## src/rtl/ahb_lite_master_pkg.sv

```systemverilog
// Shared AHB-Lite encodings and the queued command record for ahb_lite_cmd_master.
// Widths here bound the top-level ADDR_W/DATA_W parameters.
package ahb_lite_master_pkg;

    localparam logic [1:0] HTRANS_IDLE   = 2'b00;
    localparam logic [1:0] HTRANS_NONSEQ = 2'b10;

    localparam logic [2:0] HSIZE_BYTE = 3'b000;
    localparam logic [2:0] HSIZE_HALF = 3'b001;
    localparam logic [2:0] HSIZE_WORD = 3'b010;

    localparam int AHBM_ADDR_W = 32;
    localparam int AHBM_DATA_W = 32;

    typedef struct packed {
        logic                   write;
        logic [1:0]             size;
        logic [AHBM_ADDR_W-1:0] addr;
        logic [AHBM_DATA_W-1:0] wdata;
    } ahbm_cmd_t;

    // The illegal size code 3 is driven on the bus as a word transfer.
    function automatic logic [2:0] ahbm_hsize(input logic [1:0] size);
        return (size == 2'd3) ? HSIZE_WORD : {1'b0, size};
    endfunction

endpackage

```

## src/rtl/ahbm_cmd_fifo.sv

```systemverilog
// First-word-fall-through command FIFO for ahb_lite_cmd_master.
// Pointers carry one extra wrap bit so full and empty are distinguishable.
module ahbm_cmd_fifo
    import ahb_lite_master_pkg::*;
#(
    parameter int CMD_DEPTH = 4
) (
    input  logic      clk,
    input  logic      rst_n,
    input  logic      push,
    input  ahbm_cmd_t push_cmd,
    input  logic      pop,
    output ahbm_cmd_t head,
    output logic      empty,
    output logic      full
);

    localparam int             PTR_W   = $clog2(CMD_DEPTH);
    localparam logic [PTR_W:0] PTR_ONE = {{PTR_W{1'b0}}, 1'b1};

    logic [PTR_W:0] wr_ptr_q, wr_ptr_d;
    logic [PTR_W:0] rd_ptr_q, rd_ptr_d;
    logic           push_en, pop_en;
    ahbm_cmd_t      mem_q [CMD_DEPTH];

    always_comb begin
        empty    = (wr_ptr_q == rd_ptr_q);
        full     = (wr_ptr_q[PTR_W] != rd_ptr_q[PTR_W]) &&
                   (wr_ptr_q[PTR_W-1:0] == rd_ptr_q[PTR_W-1:0]);
        // A push while full is dropped even if a pop frees a slot this edge.
        push_en  = push && !full;
        pop_en   = pop && !empty;
        wr_ptr_d = push_en ? (wr_ptr_q + PTR_ONE) : wr_ptr_q;
        rd_ptr_d = pop_en  ? (rd_ptr_q + PTR_ONE) : rd_ptr_q;
    end

    assign head = mem_q[rd_ptr_q[PTR_W-1:0]];

    always_ff @(posedge clk or negedge rst_n) begin
        if (!rst_n) begin
            wr_ptr_q <= '0;
            rd_ptr_q <= '0;
        end else begin
            wr_ptr_q <= wr_ptr_d;
            rd_ptr_q <= rd_ptr_d;
        end
    end

    always_ff @(posedge clk) begin
        if (push_en) begin
            mem_q[wr_ptr_q[PTR_W-1:0]] <= push_cmd;
        end
    end

endmodule

```

## src/rtl/ahb_lite_cmd_master.sv

```systemverilog
// AHB-Lite single-master front end: queued commands issued as pipelined NONSEQ singles.
// Optional macro AHBM_ERR_CAPTURE_EN enables ERROR handling, rsp_err and sticky error capture.
module ahb_lite_cmd_master
    import ahb_lite_master_pkg::*;
#(
    parameter int ADDR_W    = 32,
    parameter int DATA_W    = 32,
    parameter int CMD_DEPTH = 4
) (
    input  logic              hclk,
    input  logic              hresetn,
    input  logic              cmd_valid,
    output logic              cmd_ready,
    input  logic              cmd_write,
    input  logic [1:0]        cmd_size,
    input  logic [ADDR_W-1:0] cmd_addr,
    input  logic [DATA_W-1:0] cmd_wdata,
    output logic              rsp_valid,
    output logic              rsp_write,
    output logic [DATA_W-1:0] rsp_rdata,
    output logic              rsp_err,
    output logic              busy,
    output logic              hsel,
    output logic [ADDR_W-1:0] haddr,
    output logic [1:0]        htrans,
    output logic              hwrite,
    output logic [2:0]        hsize,
    output logic [DATA_W-1:0] hwdata,
    output logic              hready,
    input  logic              hready_resp,
    input  logic              hresp,
    input  logic [DATA_W-1:0] hrdata,
    input  logic              err_clr,
    output logic              err_flag,
    output logic [ADDR_W-1:0] err_addr
);

    ahbm_cmd_t cmd_in, fifo_head, a_src;
    logic      fifo_empty, fifo_full, fifo_push, fifo_pop;
    logic      push_acc, load_ok, bypass, complete, err_pend;

    logic              ready_en_q, ready_en_d;
    logic              a_valid_q, a_valid_d;
    logic              a_write_q, a_write_d;
    logic [2:0]        a_size_q, a_size_d;
    logic [ADDR_W-1:0] a_addr_q, a_addr_d;
    logic [DATA_W-1:0] a_wdata_q, a_wdata_d;
    logic              d_valid_q, d_valid_d;
    logic              d_write_q, d_write_d;
    logic [DATA_W-1:0] d_wdata_q, d_wdata_d;
    logic              rsp_valid_q, rsp_valid_d;
    logic              rsp_write_q, rsp_write_d;
    logic [DATA_W-1:0] rsp_rdata_q, rsp_rdata_d;

    ahbm_cmd_fifo #(.CMD_DEPTH(CMD_DEPTH)) u_fifo (
        .clk      (hclk),
        .rst_n    (hresetn),
        .push     (fifo_push),
        .push_cmd (cmd_in),
        .pop      (fifo_pop),
        .head     (fifo_head),
        .empty    (fifo_empty),
        .full     (fifo_full)
    );

    always_comb begin
        cmd_in.write = cmd_write;
        cmd_in.size  = cmd_size;
        cmd_in.addr  = AHBM_ADDR_W'(cmd_addr);
        cmd_in.wdata = AHBM_DATA_W'(cmd_wdata);

        push_acc  = cmd_valid && cmd_ready;
        load_ok   = hready_resp && !err_pend;
        // An empty FIFO hands the new command straight to the address stage.
        bypass    = fifo_empty && push_acc && load_ok;
        fifo_push = push_acc && !bypass;
        fifo_pop  = load_ok && !fifo_empty;
        a_src     = fifo_empty ? cmd_in : fifo_head;
        complete  = d_valid_q && hready_resp;

        ready_en_d = 1'b1;
        a_valid_d  = a_valid_q;
        a_write_d  = a_write_q;
        a_size_d   = a_size_q;
        a_addr_d   = a_addr_q;
        a_wdata_d  = a_wdata_q;
        d_valid_d  = d_valid_q;
        d_write_d  = d_write_q;
        d_wdata_d  = d_wdata_q;

        if (hready_resp) begin
            d_valid_d = a_valid_q;
            d_write_d = a_write_q;
            d_wdata_d = a_wdata_q;
            a_valid_d = 1'b0;
            if (fifo_pop || bypass) begin
                a_valid_d = 1'b1;
                a_write_d = a_src.write;
                a_size_d  = ahbm_hsize(a_src.size);
                a_addr_d  = ADDR_W'(a_src.addr);
                a_wdata_d = DATA_W'(a_src.wdata);
            end
        end

        rsp_valid_d = complete;
        rsp_write_d = complete && d_write_q;
        rsp_rdata_d = (complete && !d_write_q) ? hrdata : '0;
    end

    always_ff @(posedge hclk or negedge hresetn) begin
        if (!hresetn) begin
            ready_en_q  <= 1'b0;
            a_valid_q   <= 1'b0;
            a_write_q   <= 1'b0;
            a_size_q    <= '0;
            a_addr_q    <= '0;
            a_wdata_q   <= '0;
            d_valid_q   <= 1'b0;
            d_write_q   <= 1'b0;
            d_wdata_q   <= '0;
            rsp_valid_q <= 1'b0;
            rsp_write_q <= 1'b0;
            rsp_rdata_q <= '0;
        end else begin
            ready_en_q  <= ready_en_d;
            a_valid_q   <= a_valid_d;
            a_write_q   <= a_write_d;
            a_size_q    <= a_size_d;
            a_addr_q    <= a_addr_d;
            a_wdata_q   <= a_wdata_d;
            d_valid_q   <= d_valid_d;
            d_write_q   <= d_write_d;
            d_wdata_q   <= d_wdata_d;
            rsp_valid_q <= rsp_valid_d;
            rsp_write_q <= rsp_write_d;
            rsp_rdata_q <= rsp_rdata_d;
        end
    end

`ifdef AHBM_ERR_CAPTURE_EN
    logic              err_pend_q, err_pend_d;
    logic              rsp_err_q, rsp_err_d;
    logic              err_flag_q, err_flag_d;
    logic [ADDR_W-1:0] err_addr_q, err_addr_d;
    logic [ADDR_W-1:0] d_addr_q, d_addr_d;

    always_comb begin
        // First ERROR cycle arms an IDLE insertion for the edge that ends the response.
        err_pend_d = hready_resp ? 1'b0 : (err_pend_q || (d_valid_q && hresp));
        d_addr_d   = hready_resp ? a_addr_q : d_addr_q;
        rsp_err_d  = complete && hresp;
        err_flag_d = err_flag_q;
        err_addr_d = err_addr_q;
        if (err_clr) begin
            err_flag_d = 1'b0;
        end else if (complete && hresp && !err_flag_q) begin
            err_flag_d = 1'b1;
            err_addr_d = d_addr_q;
        end
    end

    always_ff @(posedge hclk or negedge hresetn) begin
        if (!hresetn) begin
            err_pend_q <= 1'b0;
            rsp_err_q  <= 1'b0;
            err_flag_q <= 1'b0;
            err_addr_q <= '0;
            d_addr_q   <= '0;
        end else begin
            err_pend_q <= err_pend_d;
            rsp_err_q  <= rsp_err_d;
            err_flag_q <= err_flag_d;
            err_addr_q <= err_addr_d;
            d_addr_q   <= d_addr_d;
        end
    end

    assign err_pend = err_pend_q;
    assign rsp_err  = rsp_err_q;
    assign err_flag = err_flag_q;
    assign err_addr = err_addr_q;
`else
    logic unused_err_inputs;
    assign unused_err_inputs = hresp ^ err_clr;
    assign err_pend = 1'b0;
    assign rsp_err  = 1'b0;
    assign err_flag = 1'b0;
    assign err_addr = '0;
`endif

    assign cmd_ready = ready_en_q && !fifo_full;
    assign busy      = !fifo_empty || a_valid_q || d_valid_q;
    assign hsel      = a_valid_q;
    assign haddr     = a_addr_q;
    assign htrans    = a_valid_q ? HTRANS_NONSEQ : HTRANS_IDLE;
    assign hwrite    = a_write_q;
    assign hsize     = a_size_q;
    assign hwdata    = d_wdata_q;
    assign hready    = hready_resp;
    assign rsp_valid = rsp_valid_q;
    assign rsp_write = rsp_write_q;
    assign rsp_rdata = rsp_rdata_q;

endmodule

```

## config.mk

```make
export PLATFORM = sky130hd
export DESIGN_NAME = ahb_lite_cmd_master
export DESIGN_NICKNAME = d
export VERILOG_FILES = /design/src/rtl/ahb_lite_master_pkg.sv /design/src/rtl/ahbm_cmd_fifo.sv /design/src/rtl/ahb_lite_cmd_master.sv
export SDC_FILE = /design/constraint.sdc
export NUM_CORES = 1
export LEC_CHECK = 0
export BUFFER_PORTS_ARGS = -buffer_cell sky130_fd_sc_hd__buf_2
export CORE_MARGIN = 1
export CORE_UTILIZATION = 40
export DETAILED_ROUTE_END_ITERATION = 8
export PLACE_DENSITY_LB_ADDON = 0.25
export SYNTH_ARGS = -nofsm -noshare
export SYNTH_HDL_FRONTEND = slang
export SYNTH_SLANG_ARGS = --single-unit
```

## constraint.sdc

```tcl
create_clock -name hclk -period 6.9 [get_ports hclk]
set_input_delay 1.035 -clock hclk [delete_from_list [all_inputs] [get_ports hclk]]
set_output_delay 1.035 -clock hclk [all_outputs]
set_load 0.005 [all_outputs]
```

* Yosys cells after proc, flatten, opt, wreduce, memory -nomap -nowiden
Memories as Yosys holds them, arrays and structs flattened.
Index checks and enable logic that the tools add are counted.
** Storage, ports and cells
- Flip-flop bits (word level) :: 144
- Memory bits (writable) :: 268
- Input bits :: 105
- Output and inout port bits :: 142
- Word-level logic and storage cells :: 48
- Memories :: 1
** Operators by class
- Add/subtract/negate cells :: 2
- Equality and inequality tests :: 4
- Multiplexer cells :: 7
- Reductions and logical operators :: 20
** Memories
- u_fifo.mem_q :: words 4, width 67, rd ports 1, clocked after Yosys merged registers in 0, write ports 1, line ahbm_cmd_fifo.sv:24 : ahbm_cmd_t mem_q [CMD_DEPTH];
** Operators by type and width (number)
- 2-to-1 mux 67 bit :: 1
- 2-to-1 mux 32 bit :: 1
- logical AND 1 bit :: 12
- adder 3 x 1 -> 3 bit, second input constant :: 2
- zero test 1 bit :: 4
- 2-to-1 mux 2 bit :: 2
- equality test 3 bit :: 1
- logical OR 1 bit :: 3
- 2-to-1 mux 1 bit :: 3
- equality test 2 bit :: 1
- equality test 2 bit, second input constant :: 1
- AND reduction 2 bit :: 1
- != test 1 bit :: 1

* Depth between registers and ports, before layout
- Depth in word-level cells :: 12
- Depth in mapped cells :: 7
- Mapped depth without buffers :: 4

* By module
A second synthesis with hierarchy kept.
** Second synthesis, totals
- Cell total of the unflattened synthesis :: 812
- Area total of the unflattened synthesis :: 16261.8 um2
** By module, submodules not included
- ahbm_cmd_fifo :: instances 1, cells an instance 399, area an instance 10131.0 um2, seq. area each 8197.9 um2
- ahb_lite_cmd_master :: instances 1, cells an instance 413, area an instance 6130.9 um2, seq. area each 3428.3 um2

* Worst setup path after synthesis
OpenSTA, ideal clock, no wires.
- Path type :: in2reg
- Start :: input cmd_valid
- End :: memory u_fifo.mem_q[3][0] (netlist bit), enable pin
- Setup time :: 434 ps
- Arrival :: 3067 ps
- Required time :: 6466 ps
- Setup slack :: 3398 ps
- Stages :: 3
- Buffers on the path :: 1
- Cells stage by stage :: and2_0 clkbuf_1 and3_1
** On the way
- Longest elaborated chain between the ends :: 8
** Ends and longest elaborated chain
- start: declaration :: line ahb_lite_cmd_master.sv:12 : input logic cmd_valid,
- logical AND 1 bit * :: line ahb_lite_cmd_master.sv:72 : push_acc = cmd_valid && cmd_ready;
- logical AND 1 bit (2 in a row) :: line ahb_lite_cmd_master.sv:75 : bypass = fifo_empty && push_acc && load_ok;
- zero test 1 bit :: line ahb_lite_cmd_master.sv:76 : fifo_push = push_acc && !bypass;
- logical AND 1 bit * :: line ahb_lite_cmd_master.sv:76
- logical AND 1 bit * :: line ahbm_cmd_fifo.sv:31 : push_en = push && !full;
- 2-to-1 mux 1 bit * :: line ahbm_cmd_fifo.sv:50 : if (push_en) begin
- 2-to-1 mux 1 bit (not written as such) * :: line ahbm_cmd_fifo.sv:51 : mem_q[wr_ptr_q[PTR_W-1:0]] <= push_cmd;
- end: declaration :: line ahbm_cmd_fifo.sv:24
Mark *: on every way between the ends. The rest lies on a longest branch, timed or not.

* Final worst setup path
- Start :: register u_fifo.rd_ptr_q[0]
- End :: output busy
** On the way
- Longest elaborated chain between the ends :: 4
** Ends and longest elaborated chain
- start: declaration :: line ahbm_cmd_fifo.sv:22 : logic [PTR_W:0] rd_ptr_q, rd_ptr_d;
- start signal: assignment :: line ahbm_cmd_fifo.sv:45 : rd_ptr_q <= rd_ptr_d;
- equality test 3 bit :: line ahbm_cmd_fifo.sv:27 : empty = (wr_ptr_q == rd_ptr_q);
- zero test 1 bit :: line ahb_lite_cmd_master.sv:192 : assign busy = !fifo_empty || a_valid_q || d_valid_q;
- logical OR 1 bit (2 in a row) :: line ahb_lite_cmd_master.sv:192
- end: declaration :: line ahb_lite_cmd_master.sv:22 : output logic busy,
No other way between the ends.

==> reports/summary.txt <==
Worst Hold Path EP: haddr[1]
largest net degree at the start of global routing: 75
DRT iter0 DRCs: 288
Synth area leaders: edfxtp_1 51%, dfrtp_1 22%, mux4_2 9.5%, mux2i_1 4.1%, mux2_2 2.5%
layout cells sized above 1: 35.2%
Reg clk slew, reported paths: 0.06 ns
placed cell count: 1,560
Crit Reg-Reg Startpoint: u_fifo.rd_ptr_q[0]
met3 GRT Util: 3.71%
register area share after synthesis: 73.0%
final period utilization: 58.8%
status: finished, final reports clean
Sequential Area: 11,600 um2
clk_skew: 0.0112 ns
Setup Crit Path Kind: register to output port
Vias/cell: 4.84
setup TNS: 0 ns
final worst path period need: 4.06 ns
multi-input logic area: 3830 um2
setup slack, reg-to-reg: 3.66 ns
count of cells resized by post-cts repair: 0
Seq cells post-synth: 411
Setup crit end kind: output port
Core Util, Final: 47.9%
fin cells: 1,641
RSZ-0062 raised after global routing: false
Initial Util: 40.9%
drt first pass iters: 4
antenna viol nets, final: 0
DIE AREA: 40,600 um2
DRC: 0
CTS buffer count: 44
delay-heaviest family, CP: simple AND/OR/NAND/NOR gates
worst path cell trace: xor2_1 -> or3_4 -> or3_1 -> buf_2
first-pass GRT wire length: 49,000 um
routability cong.: 0.710
Max FO, Critical Path: 37
Hold-fix buffers, CTS: 0
Vias: 7,942
ys async rst share: 34.8%
top-level port count: 247
WL/cell: 19.2 um
Worst-Margin Slew: 0.983 ns
PortBufs: 208
Req. time, crit path: 5.86 ns
Slew Limit Headroom: 34.5%
worst vdd ir: 0.236 mV
root buf cell: clkbuf_16
Leakage Power: 7.59 nW
Final Hold Violating Endpoints: 0
DP Wirelength: 18,100 um
CTS tree: done
GR Util met1: 20.9%
critical path launch point type: register
ys flop type: edfxtp_1
CORE AREA: 38,900 um2
Area growth syn-to-layout: 17.0%
Final setup violation count: 0
Post-Syn Area per Cell: 18.3 um2
worst r2r path cells: 5
FMAX: 246 MHz
Final #Nets: 1,198
# fillers: 3,337
slowest stage delay, CP: 0.88 ns
Hold Path Depth: 2
post-synthesis instance total: 871
peak-usage layer in the global routing report: met2
GR Util met2: 26.2%
distinct cell type count of the synthesized netlist: 34
# H-tree levels: 2
GRT Total Usage: 16.0%
WL final: 31,500 um
clock sink count: 411
Post-synth EDFFs: 268
GR Overflow Total: 0
worst hold path type: register to register
Power Density: 421 nW/um2
vias in the first global route: 8,361
die height: 201 um
HP Start: haddr[1]
postcts setup bufs: 0
Slew Viols, Final: 0
cell taking the most area after synthesis: edfxtp_1
synth warn: 0
Post-Synthesis Cell Area: 15,900 um2
initial antenna violation count: 2
CP Buf/Inv Count: 1
Die Wd: 201 um
clock buffer depth: 3
worst skew pair latency: 0.55 ns
MaxCap Viol Count: 0
worst r2r dst: u_fifo.rd_ptr_q[1]
CP max-delay cell: dfrtp_4
top-area cell type share of the netlist area: 50.6%
Worst EP arrival: 3.02 ns
Site Rows: 72
through the flow:
step	hold WS (ns)	area [um2]	total power, W	setup WS, ns
2_1_floorplan	0.444	16100	0.00511	3.40
5_1_grt	0.500	18600	0.00832	2.67
3_3_place_gp	0.457	17300	0.00572	3.22
6_report	0.475	18600	0.00784	2.84
3_5_place_dp	0.465	17300	0.00576	3.19
4_1_cts	0.479	18600	0.00800	2.75
final cells by class:
cell class | instances | share of cell area (%)
Timing Repair Buffer | 220 | 6.11
Tap cell | 518 | 3.48
Sequential cell | 411 | 62.5
Clock inverter | 12 | 0.336
Inverter | 5 | 0.101
Clock buffer | 68 | 6.94
Multi-Input combinational cell | 406 | 20.6
Antenna cell | 1 | 0.0134
power breakdown:
part	total, W	internal (W)	switching, W
Combinational	0.00214	0.00105	0.00108
Sequential	0.00350	0.00319	0.000307
Clock	0.00220	0.00129	0.000917
Total	0.00784	0.00553	0.00231
cells in the mapped netlist, types with 2 or more instances:
cell / instances
nand3_1: 2
xnor2_1: 5
mux4_2: 67
nand2_1: 66
xor2_1: 3
or3_1: 2
edfxtp_1: 268
o21ai_1: 20
o21ai_0: 47
mux2_2: 35
and2_1: 35
buf_4: 45
buf_6: 12
inv_1: 5
and3_1: 5
mux2i_1: 66
buf_2: 10
clkbuf_1: 15
conb_1: 2
dfrtp_1: 143
ha_1: 5
flip-flops by register name, indices dropped and copies added (netlist names):
signal and cells:
u_fifo.rd_ptr_q 3, hwdata 32, haddr 32, d_write_q 1
ready_en_q 1, rsp_valid 1, a_wdata_q 32, u_fifo.wr_ptr_q 3
rsp_rdata 32, rsp_write 1, u_fifo.mem_q 268, hsel 1
hwrite 1, d_valid_q 1, hsize 2
per-layer routing:
metal	vias to the layer above	part of all wire, %
met5	-	0.041
met3	48	5.5
met2	226	48
met1	4019	44
li1	3647	-
met4	2	2.1
cell usage in the layout, fill, tap and decap left out, types with 2 or more instances in the layout:
cell         n
and2_1      35
mux2_2      35
clkbuf_8     8
dfrtp_4      2
buf_4       12
ha_1         5
conb_1      37
clkbuf_16   45
nand3_1      2
inv_1        5
xnor2_1      5
xor2_1       3
mux4_2      67
clkbuf_1    15
buf_2      207
and3_4       4
dfrtp_1    141
edfxtp_1   268
o21ai_0     47
mux2i_1     66
nand2_1     66
o21ai_1     20
clkinv_1     3
clkinv_2     7
worst max path at each step:
stage	depth (start not counted)	endpoint	start	slack, ns
floorplan	3	u_fifo.mem_q[3][0]	cmd_valid	3.40
global placement	5	u_fifo.mem_q[0][4]	hready_resp	3.22
detailed placement	5	u_fifo.mem_q[0][28]	hready_resp	3.19
CTS	4	busy	u_fifo.rd_ptr_q[0]	2.75
global route	4	busy	u_fifo.rd_ptr_q[0]	2.67
finish	4	busy	u_fifo.rd_ptr_q[0]	2.84
cell families after synthesis:
family          Yosys count  synth area share, %
mux                     168                 16.1
simple gates            115                 3.45
fa+ha+maj                 5                0.393
compound gates           72                 2.52
buf+inv                  89                 3.91
flops                   411                 73.0
other cells               2               0.0472
xor+xnor                  9                0.542
worst reg2reg max path, stage by stage (launching register included):
cell	delay (ns)
dfrtp_4	0.88
xor2_1	0.35
or3_4	0.68
buf_4	0.79
nand2_2	0.14
mux2_2	0.30
Note: power is estimated with default switching activity, not from simulation.
